<file path="src/rtl/wallace_multiplier.sv">
// Unsigned 32x32 -> 64-bit multiplier.
// Partial products are reduced by a Wallace tree of 3:2 carry-save
// compressors, 32 -> 22 -> 15 -> 10 -> 7 -> 5 -> 4 -> 3 -> 2 rows, then
// summed by one carry-propagate adder. The product is registered, so the
// latency is one cycle.
module wallace_multiplier (
  input  logic        clk,
  input  logic        rst_n,
  input  logic [31:0] a,
  input  logic [31:0] b,
  output logic [63:0] s
);

  // Row count of each layer, and where that layer's rows start in node[].
  localparam int NL = 8;
  localparam int ROWS [0:NL] = '{32, 22, 15, 10, 7, 5, 4, 3, 2};
  localparam int OFF  [0:NL] = '{ 0, 32, 54, 69, 79, 86, 91, 95, 98};
  localparam int NODES = 100;

  // Every row of every layer, flattened into one array.
  logic [63:0] node [NODES];
  logic [63:0] s_d;
  logic [63:0] s_q;

  // Full-adder sum, one full adder per column.
  function automatic logic [63:0] fa_sum(input logic [63:0] x,
                                         input logic [63:0] y,
                                         input logic [63:0] z);
    return x ^ y ^ z;
  endfunction

  // Full-adder carry, moved up one column. The carry out of column 63 is
  // dropped: it is always zero for a 32x32 product.
  function automatic logic [63:0] fa_carry(input logic [63:0] x,
                                           input logic [63:0] y,
                                           input logic [63:0] z);
    return ((x & y) | (x & z) | (y & z)) << 1;
  endfunction

  genvar l, g, r;

  // Layer 0: partial product row r is a gated by b[r], shifted left by r.
  for (r = 0; r < 32; r++) begin : g_pp
    assign node[r] = {32'h0, a & {32{b[r]}}} << r;
  end

  // Layers 1..8: compress groups of three rows into a sum row and a carry
  // row. Rows left over after the last full group pass through unchanged.
  for (l = 1; l <= NL; l++) begin : g_lyr
    localparam int NP  = ROWS[l-1];
    localparam int NG  = NP / 3;
    localparam int SRC = OFF[l-1];
    localparam int DST = OFF[l];
    for (g = 0; g < NG; g++) begin : g_csa
      assign node[DST + 2*g]     = fa_sum  (node[SRC + 3*g], node[SRC + 3*g + 1],
                                            node[SRC + 3*g + 2]);
      assign node[DST + 2*g + 1] = fa_carry(node[SRC + 3*g], node[SRC + 3*g + 1],
                                            node[SRC + 3*g + 2]);
    end
    for (r = 3*NG; r < NP; r++) begin : g_pass
      assign node[DST + 2*NG + (r - 3*NG)] = node[SRC + r];
    end
  end

  // Final carry-propagate add of the two remaining rows.
  always_comb begin
    s_d = node[OFF[NL]] + node[OFF[NL] + 1];
  end

  // Product register; cleared asynchronously by reset.
  always_ff @(posedge clk or negedge rst_n) begin
    if (!rst_n) s_q <= 64'h0;
    else        s_q <= s_d;
  end

  assign s = s_q;

endmodule

</file>
<file path="config.mk">
export PLATFORM = sky130hd
export DESIGN_NAME = wallace_multiplier
export DESIGN_NICKNAME = d
export VERILOG_FILES = /design/src/rtl/wallace_multiplier.sv
export SDC_FILE = /design/constraint.sdc
export NUM_CORES = 2
export LEC_CHECK = 0
export CORE_AREA = 4 4 244 246
export DETAILED_ROUTE_END_ITERATION = 10
export DIE_AREA = 0 0 248 250
export PLACE_DENSITY = 0.89
export SETUP_SLACK_MARGIN = 0.15
export SYNTH_ARGS = -nofsm -noshare
export SYNTH_HDL_FRONTEND = slang
export SYNTH_SLANG_ARGS = --single-unit
export TNS_END_PERCENT = 10
</file>
<file path="constraint.sdc">
create_clock -name clk -period 0.9 [get_ports clk]
set_input_delay 0.09 -clock clk [delete_from_list [all_inputs] [get_ports clk]]
set_output_delay 0.09 -clock clk [all_outputs]
set_load 0.05 [all_outputs]
</file>
==> results of run 1 <==
-- stage by stage --
| stage | hold WS, ns | setup WS (ns) | instances | utilization |
|---|---|---|---|---|
| after floorplan | -0.206 | -5.61 | 3596 | - |
| after global placement | 0.0203 | -6.48 | 4659 | 0.696 |
| after detailed placement | 0.0385 | -6.58 | 4659 | 0.696 |
| after CTS | 0.219 | -5.73 | 4823 | 0.766 |
-- per-layer routing --
layer,track usage,overflow
met5,0.519,5
met4,0.783,289
met3,0.702,44
met2,0.879,531
met1,0.744,53
-- kinds of logic after synthesis --
group / count (synthesis) / synth area share
AOI/OAI and AO/OA: 192 / 0.0383
and+or+nand+nor: 1160 / 0.178
adders and majority gates: 1122 / 0.612
DFF: 64 / 0.0470
buffers and inverters: 1008 / 0.111
xor gates and xnor gates: 50 / 0.0129
-- timing repair --
item                                    4_1_cts
pin swaps                                   246
gates cloned                                 57
endpoints found under the setup margin      128
hold endpoints to repair                     27
buffers inserted                             90
gates resized for setup                     604
hold buffers                                  1
==> out/metrics.cfg, run 1 <==
[clock_tree]
numCtsBuffers=9
cts.sinks=64
cts-htree-levels=3
clk_path_buf_depth=2
clock-root-buffer=clkbuf_16

[floorplan]
start_util=0.594
die_y_um=250
io_pins=130
die_w_um=248
core.rowCount=88

[synthesis]
synth_edf_count=0
synth_common_cells=fa_1 (908), inv_1 (803), and2_1 (624)
syn_area_mm2=0.0341
syn_inst=3596
synth-main-ff-cell=dfrtp_1
synth.most_common_cell=fa_1
syn_avg_cell_area_um2=9.47
yosysSeqAreaShare=0.0470
yosysTopAreaCell=fa_1
yosysWarnings=0
yosys-top-cells-area=fa_1 (53%), and2_1 (11%), inv_1 (8.9%)
syn_nets=4784
synth_seq_cells=64
ys_types=59
yosysTopAreaCellShare=0.534
ys_async_sr_fraction=1.00

[place]
dp_hpwl_um=80000
port_buffers=129
placed_area_mm2=0.0399
gp_congestion=0.942

[sta]
endpoint_type=register input
worst_endpoint=s[61]$_DFF_PN0_/D

[global_route]
track_usage=0.774
grt_start_max_net_pins=27
overflow=922

[run_status]
stop_stage=global routing
first-error=[ERROR GRT-0232] Routing congestion too high. Check the congestion heatmap in the GUI.
status=did not finish

==> run 2, diff against run 1 <==
- CORE_AREA: 4 4 244 246 -> 4 4 297 299
- DIE_AREA: 0 0 248 250 -> 0 0 301 303
- PLACE_DENSITY: 0.89 -> unset
- PLACE_DENSITY_LB_ADDON: unset -> 0.15
- SETUP_SLACK_MARGIN: 0.15 -> unset
==> out/metrics.cfg, run 2 <==
[detailed_routing]
vias_per_cell=5.04
drtIter0Drc=1287
drc=0
totalWireLength_um=116000
wl_per_cell_um=22.1
vias=26500
ant_nets=0
dr.pass1.iters=5

[clock_tree]
cts.sinks=64  ; unchanged
path_clk_slew_ns=0.06
cts_tree=yes
clock-root-buffer=clkbuf_16  ; unchanged
cts-htree-levels=3  ; unchanged
numCtsBuffers=9  ; unchanged
clk_path_buf_depth=2  ; unchanged

[synthesis]
synth_top_family_by_area=adder cells  ; unchanged
synthMuxAreaShare=0  ; unchanged
yosysTopAreaCell=fa_1  ; unchanged
syn_inst=3596  ; unchanged
synth_edf_count=0  ; unchanged
ys_async_sr_fraction=1.00  ; unchanged
synth_common_cells=fa_1 (908), inv_1 (803), and2_1 (624)  ; unchanged
yosysSeqAreaShare=0.0470  ; unchanged
ys_types=59  ; unchanged
yosysWarnings=0  ; unchanged
syn_area_mm2=0.0341  ; unchanged
syn_nets=4784  ; unchanged
synth.most_common_cell=fa_1  ; unchanged
yosys-top-cells-area=fa_1 (53%), and2_1 (11%), inv_1 (8.9%)  ; unchanged
synthAdderAreaFrac=0.612  ; unchanged
synth_xor_area_frac=0.0129  ; unchanged
yosys.area_share.simple=0.178  ; unchanged
synth-main-ff-cell=dfrtp_1  ; unchanged
syn_avg_cell_area_um2=9.47  ; unchanged
synth_seq_cells=64  ; unchanged
yosysTopAreaCellShare=0.534  ; unchanged
synth_compound_area_frac=0.0383  ; unchanged

[global_route]
grt_antenna_before_repair=10
grt_start_max_net_pins=26
grt_pass1_wl_um=177000
grt_most_used_layer=met2
gr-usage-met1=0.341
track_usage=0.258
overflow=0
grt_pass1_vias=29500
met3_usage=0.0268
met2_usage=0.455

[sta]
worst_pin_slew_ns=0.418
period_needed_ns=6.54
maxSlewViolCount=0
slew-limit-headroom=0.721
rsz0062_at_grt=yes
max_freq_mhz=153
hold_violations=0
setup_viol=126
fin_crit_sh=7.27
fin_tns_setup_ns=-295.08
layout_setup_ws_ns=-5.64

[worst_setup_path]
crit_fanout=13
cp.required_ns=1.16
start_kind=input port
criticalPathCategory=in2reg
cp.arrival_ns=6.80
cp-end-kind=flop

[floorplan]
io_pins=130  ; unchanged
die_y_um=303  ; was 250 um
core.rowCount=107  ; was 88
die_w_um=301  ; was 248 um
dieArea_mm2=0.0912
core_area_mm2=0.0851
start_util=0.400  ; was 0.594

[layout]
drive_gt1_frac=0.276
regArea_mm2=0.00161
multiInputGateArea_mm2=0.0307
postLayoutCoreUtil=0.540
fillers=7654
final_nets=5301
largest_register_ffs=64
mostFrequentLayoutCell=fa_1
area_growth_pct=35.0
most-common-layout-cells=fa_1 (789), inv_1 (757), and2_1 (578)

[place]
dpl_worst_slack_ns=-6.54  ; was -6.58 ns
dp_hpwl_um=81600  ; was 80000 um
port_buffers=129  ; unchanged
gp_congestion=0.847  ; was 0.942

[hold_path]
hp-class=in2async

[run_status]
status=complete, but fails checks  ; was did not finish
failed_checks=negative setup slack

[run]
cap_violations=0

run 2: cell counts after synthesis:
Identical to the previous run, type by type.
run 2: area by class of cell:
class,count,area share
diodes,4,0.000218
clock buffers,9,0.00490
clock inverters,7,0.00117
inverters,803,0.0655
multi-input cells,2524,0.667
flip-flops and latches,64,0.0350
well taps,1144,0.0311
repair buffers,711,0.195
run 2: cell families after synthesis:
kind of cell	Yosys count
fa+ha+maj	1122
compound gates	192
xor+xnor	50
flops	64
simple gates	1160
buf+inv	1008
run 2: critical path, cell delays in order:
cell	delay, ns
clkbuf_4	0.18
buf_12	0.17
and2_1	0.17
fa_2	0.55
inv_1	0.06
fa_2	0.54
fa_2	0.45
fa_2	0.63
fa_2	0.45
fa_2	0.43
fa_1	0.49
fa_1	0.55
inv_2	0.06
ha_4	0.25
nand4_1	0.13
nor4_2	0.08
a32o_1	0.21
a21o_1	0.19
o21ai_4	0.18
a21oi_2	0.11
a221o_1	0.36
a311o_1	0.28
a22oi_1	0.17
run 2: final timing paths:
path | start | endpoint
min | rst_n | s[33]
max | a[16] | s[61]
max in group asynchronous | rst_n | s[16]
min in group clk | b[0] | s[0]
run 2: through the flow:
| step | hold slack [ns] | area [um^2] | instances |
|---|---|---|---|
| final | 0.219 | 46000 | 5266 |
| after global routing | 0.258 | 46000 | 5264 |
| after CTS | 0.216 | 44600 | 5230 |
| after detailed placement | 0.0544 | 40800 | 5075 |
| after global placement | 0.0493 | 40800 | 5075 |
| after floorplan | -0.206 | 34300 | 3596 |
run 2: routing by layer:
| metal | wire (um) | vias to the layer above |
|---|---|---|
| met4 | 4270 | 6 |
| met2 | 58100 | 760 |
| met3 | 7150 | 213 |
| met5 | 45 | - |
| met1 | 46600 | 14100 |
| li1 | - | 11500 |
run 2: repair_timing:
action	4_1_cts	5_1_grt
pin swaps	231	232
cloned	55	13
hold buffers	1	0
endpoints found under the hold margin	24	0
resized for setup	608	285
setup endpoints to repair	128	127
buffers inserted	84	24
Power of run 2 is left out: the tool's default activity adds up to more than one toggle a clock period on the data nets, which glitch-free logic cannot reach.
